[src/rtl/cmd_sequencer.sv]
// Command sequencer: takes one 3-byte command from the UART wrapper,
// dispatches it to the execution unit and returns a one-byte response.
module cmd_sequencer #(
  parameter int unsigned TMO_CYC = 50000,
  parameter logic [7:0]  ACK     = 8'hA5,
  parameter logic [7:0]  NAK     = 8'hEE
) (
  input  logic        clk,
  input  logic        rst_n,
  input  logic        cmd_rdy,
  input  logic [7:0]  cmd,
  input  logic [15:0] data,
  output logic        clr_cmd_rdy,
  output logic        exe_strt,
  output logic [7:0]  exe_op,
  output logic [15:0] exe_arg,
  input  logic        exe_done,
  input  logic        exe_err,
  output logic        snd_resp,
  output logic [7:0]  resp,
  input  logic        resp_sent,
  output logic        busy,
  output logic [7:0]  cmd_cnt
);

  localparam logic [2:0] S_IDLE = 3'd0;
  localparam logic [2:0] S_DISP = 3'd1;
  localparam logic [2:0] S_WAIT = 3'd2;
  localparam logic [2:0] S_SEND = 3'd3;
  localparam logic [2:0] S_SENT = 3'd4;

  localparam logic [15:0] TMO_LAST = 16'(TMO_CYC - 1);
  localparam logic [7:0]  RSP_TMO  = 8'hE0;
  localparam logic [7:0]  RSP_ERR  = 8'hE1;

  logic [2:0]  state_q, state_d;
  logic [7:0]  op_q, op_d;
  logic [15:0] arg_q, arg_d;
  logic [7:0]  resp_q, resp_d;
  logic [7:0]  cnt_q, cnt_d;
  logic [15:0] tmo_q, tmo_d;
  logic        opc_ok;

  // Opcodes 1..7 are executable; 0 and 8..F are rejected.
  assign opc_ok = (op_q[7:4] != 4'h0) && !op_q[7];

  always_comb begin
    state_d = state_q;
    op_d    = op_q;
    arg_d   = arg_q;
    resp_d  = resp_q;
    cnt_d   = cnt_q;
    tmo_d   = tmo_q;
    unique case (state_q)
      S_IDLE: begin
        if (cmd_rdy) begin
          op_d    = cmd;
          arg_d   = data;
          state_d = S_DISP;
        end
      end
      S_DISP: begin
        if (opc_ok) begin
          tmo_d   = 16'd0;
          state_d = S_WAIT;
        end else begin
          resp_d  = NAK;
          state_d = S_SEND;
        end
      end
      S_WAIT: begin
        tmo_d = tmo_q + 16'd1;
        // A completion in the last allowed cycle beats the timeout.
        if (exe_done) begin
          resp_d  = exe_err ? RSP_ERR : ACK;
          state_d = S_SEND;
        end else if (tmo_q == TMO_LAST) begin
          resp_d  = RSP_TMO;
          state_d = S_SEND;
        end
      end
      S_SEND: state_d = S_SENT;
      S_SENT: begin
        if (resp_sent) begin
          cnt_d   = cnt_q + 8'd1;
          state_d = S_IDLE;
        end
      end
      default: state_d = S_IDLE;
    endcase
  end

  always_ff @(posedge clk or negedge rst_n) begin
    if (!rst_n) begin
      state_q <= S_IDLE;
      op_q    <= 8'h00;
      arg_q   <= 16'h0000;
      resp_q  <= 8'h00;
      cnt_q   <= 8'h00;
      tmo_q   <= 16'd0;
    end else begin
      state_q <= state_d;
      op_q    <= op_d;
      arg_q   <= arg_d;
      resp_q  <= resp_d;
      cnt_q   <= cnt_d;
      tmo_q   <= tmo_d;
    end
  end

  // Gated by rst_n so the wrapper never sees a clear while in reset.
  assign clr_cmd_rdy = rst_n && (state_q == S_IDLE) && cmd_rdy;
  assign exe_strt    = (state_q == S_DISP) && opc_ok;
  assign snd_resp    = (state_q == S_SEND);
  assign busy        = (state_q != S_IDLE);
  assign exe_op      = op_q;
  assign exe_arg     = arg_q;
  assign resp        = resp_q;
  assign cmd_cnt     = cnt_q;

endmodule

[config.mk]
export PLATFORM = sky130hd
export DESIGN_NAME = cmd_sequencer
export DESIGN_NICKNAME = d
export VERILOG_FILES = /design/src/rtl/cmd_sequencer.sv
export SDC_FILE = /design/constraint.sdc
export NUM_CORES = 1
export LEC_CHECK = 0
export CORE_ASPECT_RATIO = 0.9
export CORE_MARGIN = 5
export CORE_UTILIZATION = 25
export DETAILED_ROUTE_END_ITERATION = 8
export SLEW_MARGIN = 0
export SYNTH_ARGS = -nofsm -noshare
export SYNTH_HDL_FRONTEND = slang
export SYNTH_SLANG_ARGS = --single-unit
[constraint.sdc]
create_clock -name clk -period 2.9 [get_ports clk]
set_input_delay 0.435 -clock clk [delete_from_list [all_inputs] [get_ports clk]]
set_output_delay 0.435 -clock clk [all_outputs]
set_load 0.05 [all_outputs]
==> results of run 1 <==
[cells by family (layout without fill, tap and decap cells)]
kind of cell | count (synthesis) | in the layout | synth area share, %
AOI/OAI and AO/OA | 31 | 31 | 7.549
buffers and inverters | 18 | 88 | 3.823
other | 1 | 1 | 0.1469
and+or+nand+nor | 74 | 74 | 16.57
adders and majority gates | 2 | 2 | 0.9802
xor gates and xnor gates | 9 | 9 | 3.088
muxes | 30 | 30 | 12.94
DFF | 56 | 56 | 54.90
[flip-flops by register name (all words and copies together) (netlist names)]
| register | flops |
|---|---|
| exe_arg | 16 |
| resp | 5 |
| tmo_q | 16 |
| state_q | 3 |
| exe_op | 8 |
| cmd_cnt | 8 |
[critical path: stages, from the launching register on]
cell and delay [ns]:
dfrtp_1 0.49, or3_1 0.47, nor2_4 0.35, and2_1 0.25, buf_12 0.15
[per-stage QoR]
step / hold slack, ns / cell area (µm²) / worst slack, ns
after floorplan: 0.1394 / 2552 / 0.5859
after global placement: 0.4650 / 3388 / 0.7193
after detailed placement: 0.4685 / 3388 / 0.6869
after CTS: 0.4185 / 3573 / 0.4166
after global routing: 0.4668 / 3573 / 0.3154
final: 0.3791 / 3573 / 0.4591
[worst max path at each step]
stage	to	slack, ns	cells after the start
2_1_floorplan	clr_cmd_rdy	0.59	4
6_report	clr_cmd_rdy	0.46	4
3_5_place_dp	clr_cmd_rdy	0.69	5
5_1_grt	clr_cmd_rdy	0.32	4
3_3_place_gp	clr_cmd_rdy	0.72	5
4_1_cts	clr_cmd_rdy	0.42	4
[per-layer routing]
metal	track usage, %	share of wire, %	vias to the layer above
li1	-	-	921
met5	0	0	-
met3	4.707	12	2
met2	14.05	41	80
met4	1.740	0.25	0
met1	14.75	47	932
[placed cells by master, fill, tap and decap left out, types with 2 or more instances in the layout]
| cell type | n |
|---|---|
| bufinv_16 | 2 |
| o21ai_0 | 8 |
| a31oi_1 | 4 |
| nand2_1 | 21 |
| a21oi_1 | 3 |
| and2_1 | 3 |
| dfrtp_1 | 56 |
| buf_4 | 5 |
| inv_1 | 5 |
| mux2i_1 | 6 |
| nor3_1 | 2 |
| o21ai_1 | 6 |
| xor2_1 | 4 |
| nand4_1 | 8 |
| nand3_1 | 8 |
| ha_1 | 2 |
| clkbuf_16 | 5 |
| clkdlybuf4s50_1 | 69 |
| nor3_2 | 2 |
| nor4bb_1 | 2 |
| and3_1 | 3 |
| or3_1 | 2 |
| a41oi_1 | 2 |
| nor2_1 | 11 |
| mux2_2 | 24 |
| xnor2_1 | 5 |
| o21bai_1 | 2 |
| nor3b_1 | 2 |
[power groups by stage]
stage / Combinational [mW] / Sequential [mW] / Clock [mW]
final: 2.18 / 1.27 / 0.763
after global routing: 2.32 / 1.32 / 0.812
after floorplan: 0.795 / 1.97 / 0
after CTS: 2.21 / 1.27 / 0.783
after global placement: 2.18 / 1.28 / 0
after detailed placement: 2.20 / 1.28 / 0
[layout make-up]
class / count / area, µm²
Fill cell: 1012 / 6543
Sequential cell: 56 / 1401
Clock buffer: 5 / 125.1
Tap cell: 129 / 161.4
Timing Repair Buffer: 76 / 753.2
Multi-Input combinational cell: 147 / 1054
Inverter: 5 / 18.77
Clock inverter: 2 / 60.06
==> results by group, run 1 <==
Clocking
  – TritonCTS clock tree: yes
  – Cts bufs inserted: 5
  – Clock Tree Root: clkbuf_16
  – Clk pin slew, worst setup/hold paths: 0.07 ns
  – Max Root-Sink Buffers: 2
  – Post-CTS setup buffer count: 0
  – PostCTS Resize Cnt: 0
  – CTS Sinks: 56
  – H-tree Lvls: 2
  – Hold Buf Count CTS: 0
  – Clock Latency Late Sink: 0.29 ns

GRT
  – Initial antenna violation count: 0
  – Grt total ovfl: 0
  – Vias in the first global route: 1,982
  – Global-route wire length before repair: 10,130 µm
  – Largest net degree at the start of global routing: 57
  – Global Route Usage Sum: 10.20%

Worst setup path
  – Reg-to-reg endpoint: exe_arg[8]
  – Worst EP required: 2.47 ns
  – Element type at the critical path start: flip-flop
  – Kind of critical path: reg2out
  – Crit. Startpoint: state_q[1]
  – Reg2Reg Setup Slack: 0.82 ns
  – CP arrival: 2.01 ns
  – Peak fanout along the critical path: 14
  – CP Capture Type: output port
  – Worst r2r path cells: 4
  – Reg2reg start: state_q[1]

Placement
  – Placed Cells: 413
  – # port buffers: 72
  – Final Wtd Congestion: 0.7764
  – Hpwl dp: 4378 µm

STA
  – Worst Skew: 0.006219 ns
  – Final-report setup violation count: 0
  – Setup TNS: 0 ns
  – Hold Fails Final Rpt: 0
  – Min Clock Period, post-route: 2.441 ns
  – Worst rel slew slack: 52.24%
  – RSZ-0062 raised after global routing: no
  – Peak Freq: 409.7 MHz
  – Fin crit share: 84.17%
  – Worst Tran Pin Value: 0.7165 ns
  – Final Max Tran Viols: 0

Logic synthesis
  – Post-synth top area share: 54.90%
  – Synthesized cell area: 2552 µm²
  – Syn_nets: 253
  – Yosys top cell by area: dfrtp_1
  – Count leader, synth: dfrtp_1
  – Unique masters post-synth: 44
  – Yosys reg bits: 56
  – FFs w/ async S/R, synth: 100.0%
  – Mapped Cells: 221
  – Top_reg_cell synth: dfrtp_1
  – Number of synthesized flops with an enable pin: 0
  – Syn Area/Cell: 11.55 µm²
  – Commonest cells in the netlist: dfrtp_1 (56), mux2_2 (24), nand2_1 (21)
  – Syn. warnings: 0
  – Synth top area cells: dfrtp_1 (55%), mux2_2 (11%), nand2_1 (3.1%), mux2i_1 (2.4%), nand4_1 (2.0%)
  – Register area share after synthesis: 54.90%

Status
  – Status: finished clean

Power
  – LEAKAGE: 1.498 nW
  – PnR Total Power: 4.213 mW
  – Internal: 2.352 mW
  – Logic gate share of total power: 51.7%
  – Switching Share: 44.16%
  – Flop pwr share: 30.2%
  – P_sw: 1.861 mW
  – PD cells: 1179 nW/µm²
  – Clock power frac: 18.1%
  – VDD IR max: 715.1 µV

Die
  – Chip height: 105.9 µm
  – Core area: 10,120 µm²
  – Die ar.: 12,330 µm²
  – Number of core rows: 35
  – Starting Density: 25.23%
  – Chip width: 116.5 µm
  – I/O Pins: 74

Hold path
  – Hold Path Class: in2async

Routing
  – DRT antenna net count: 0
  – Vias per cell: 4.607
  – Via count: 1,935
  – Post-Route WL: 5955 µm
  – Drt drc: 0
  – Wire per inst: 14.18 µm
  – First DRT Iteration DRCs: 83
  – First drt pass iteration count: 4

Cells and area
  – Final core occ: 35.32%
  – Fin cells: 420
  – ANT cells: 0
  – Layout net count: 323
  – Share of cells above drive strength 1: 14.78%
  – Area Overhead vs Synth: 40.00%

Job
  – Maxcap violations: 0
(Power assumes the default switching activity.)
==> inputs of run 2 (changes only) <==
==> constraint.sdc (replaced) <==
create_clock -name clk -period 2.2 [get_ports clk]
set_input_delay 0.33 -clock clk [delete_from_list [all_inputs] [get_ports clk]]
set_output_delay 0.33 -clock clk [all_outputs]
set_load 0.05 [all_outputs]
==> run 2 against run 1 <==
Net effect: flip-flop and latch count stayed put; die area unchanged; via count decreased by 0.62%; routed wire length rose by 1.7%; highest routed layer unchanged; critical path type unchanged; global-route usage barely moved; power rose by 28%.
==> results by group, run 2 (synthesis gave the netlist of run 1 again) <==
Clocking
  – Clk pin slew, worst setup/hold paths: 0.07 ns
  – Post-CTS setup buffer count: 0
  – Cts bufs inserted: 5
  – H-tree Lvls: 2
  – TritonCTS clock tree: yes
  – CTS Sinks: 56
  – Clock Latency Late Sink: 0.29 ns
  – Clock Tree Root: clkbuf_16
  – Max Root-Sink Buffers: 2

STA
  – Final-report setup violation count: 0
  – Hold WS: 0.2637 ns
  – Setup TNS: 0 ns
  – RSZ-0062 raised after global routing: no
  – Worst Tran Pin Value: 0.7098 ns
  – Min Clock Period, post-route: 2.087 ns
  – Worst rel slew slack: 52.68%
  – Hold Fails Final Rpt: 0
  – Fin crit share: 94.84%
  – Final Max Tran Viols: 0
  – Final setup margin: 0.1134 ns
  – Worst Skew: 0.006160 ns
  – Peak Freq: 479.3 MHz

GRT
  – Global Route met1 Usage: 13.87%
  – Met3 usage: 5.052%
  – Global Route Usage Sum: 10.25%
  – Met2 Resource Use GR: 14.67%
  – Grt total ovfl: 0
  – Global-route wire length before repair: 10,010 µm
  – Initial antenna violation count: 0
  – Vias in the first global route: 2,008
  – Largest net degree at the start of global routing: 57
  – Global route hottest layer: met2

Placement
  – Final Wtd Congestion: 0.8069
  – Placed instance area: 3425 µm²
  – # port buffers: 72
  – Pre-CTS setup slack: 0.3106 ns
  – Hpwl dp: 4508 µm

Routing
  – Wire per inst: 14.35 µm
  – Vias per cell: 4.557
  – Post-Route WL: 6057 µm
  – First drt pass iteration count: 4
  – First DRT Iteration DRCs: 72
  – Via count: 1,923
  – Drt drc: 0
  – DRT antenna net count: 0

Power
  – PD cells: 1512 nW/µm²
  – LEAKAGE: 1.493 nW
  – VDD IR max: 806.3 µV

Die
  – Die ar.: 12,330 µm²
  – Number of core rows: 35
  – Chip height: 105.9 µm
  – Starting Density: 25.23%
  – Chip width: 116.5 µm
  – Core area: 10,120 µm²
  – I/O Pins: 74

Cells and area
  – Filler cell count: 1,014
  – Most frequent cells in the layout: clkdlybuf4s50_1 (67), dfrtp_1 (55), mux2_2 (24)
  – Share of cells above drive strength 1: 16.38%
  – Fin area: 3560 µm²
  – Sequential cell area: 1403 µm²
  – Area Overhead vs Synth: 39.46%
  – Area of the multi-input gates: 1055 µm²
  – Most common cell after layout, fill and taps aside: clkdlybuf4s50_1
  – Layout net count: 325
  – ANT cells: 0

Worst setup path
  – Element type at the critical path start: flip-flop
  – Worst r2r path cells: 4
  – Kind of critical path: reg2out
  – CP Capture Type: output port
  – Worst EP required: 1.87 ns
  – CP arrival: 1.76 ns
  – Peak fanout along the critical path: 12

Status
  – Status: finished clean

Job
  – Maxcap violations: 0

Hold path
  – Hold Path Class: in2async
run 2: changes by cell type in the layout (fill, tap and decap cells not counted), moves of 2 or more:
cell | previous run | this run
bufinv_16 | 2 | 0
clkdlybuf4s50_1 | 69 | 67
buf_4 | 5 | 7
buf_12 | 1 | 3
run 2: final timing paths:
path | from | end | slack [ns]
worst min register to register | cmd_cnt[7] | cmd_cnt[7] | 0.48
worst max-delay path | state_q[0] | clr_cmd_rdy | 0.11
min in group clk | cmd_cnt[7] | cmd_cnt[7] | 0.48
worst max register to register | state_q[0] | exe_op[3] | 0.41
max in group asynchronous | rst_n | state_q[0] | 1.42
worst min-delay path | rst_n | resp[5] | 0.26
run 2: through the flow:
step	instances	utilization [%]	power, mW
after global routing	422	35.19	5.687
after CTS	422	35.18	5.445
after detailed placement	415	33.85	4.658
after floorplan	221	-	3.651
after global placement	415	33.85	4.622
final	422	35.19	5.381
run 2: layout make-up:
type	instances	share of cell area [%]
Clock inverter	1	0.1406
Clock buffer	6	3.620
Multi-Input combinational cell	147	29.63
Inverter	5	0.5272
Tap cell	129	4.534
Sequential cell	56	39.40
Timing Repair Buffer	78	22.14
run 2: timing repair:
item / 4_1_cts / 5_1_grt
setup endpoints to repair: 0 / 1
hold buffers: 0 / 0
gates resized for setup: 0 / 1
run 2: power by group:
group,switching (mW),total [mW],internal (mW),leakage [nW]
combinational,1.84,2.95,1.12,0.726
sequential,0.279,1.66,1.38,0.701
clock,0.350,0.765,0.415,0.0667
total,2.47,5.38,2.91,1.49
run 2: worst max-delay path, stage by stage (launching register included):
cell and delay [ns]:
dfrtp_2 0.48, or3_1 0.42, nor2_4 0.22, and2_2 0.21, buf_12 0.14
run 2: layer usage:
metal,vias to the layer above,routed length [µm]
met5,-,0
met4,0,38
met3,5,599
met2,59,2617
met1,929,2801
li1,930,-
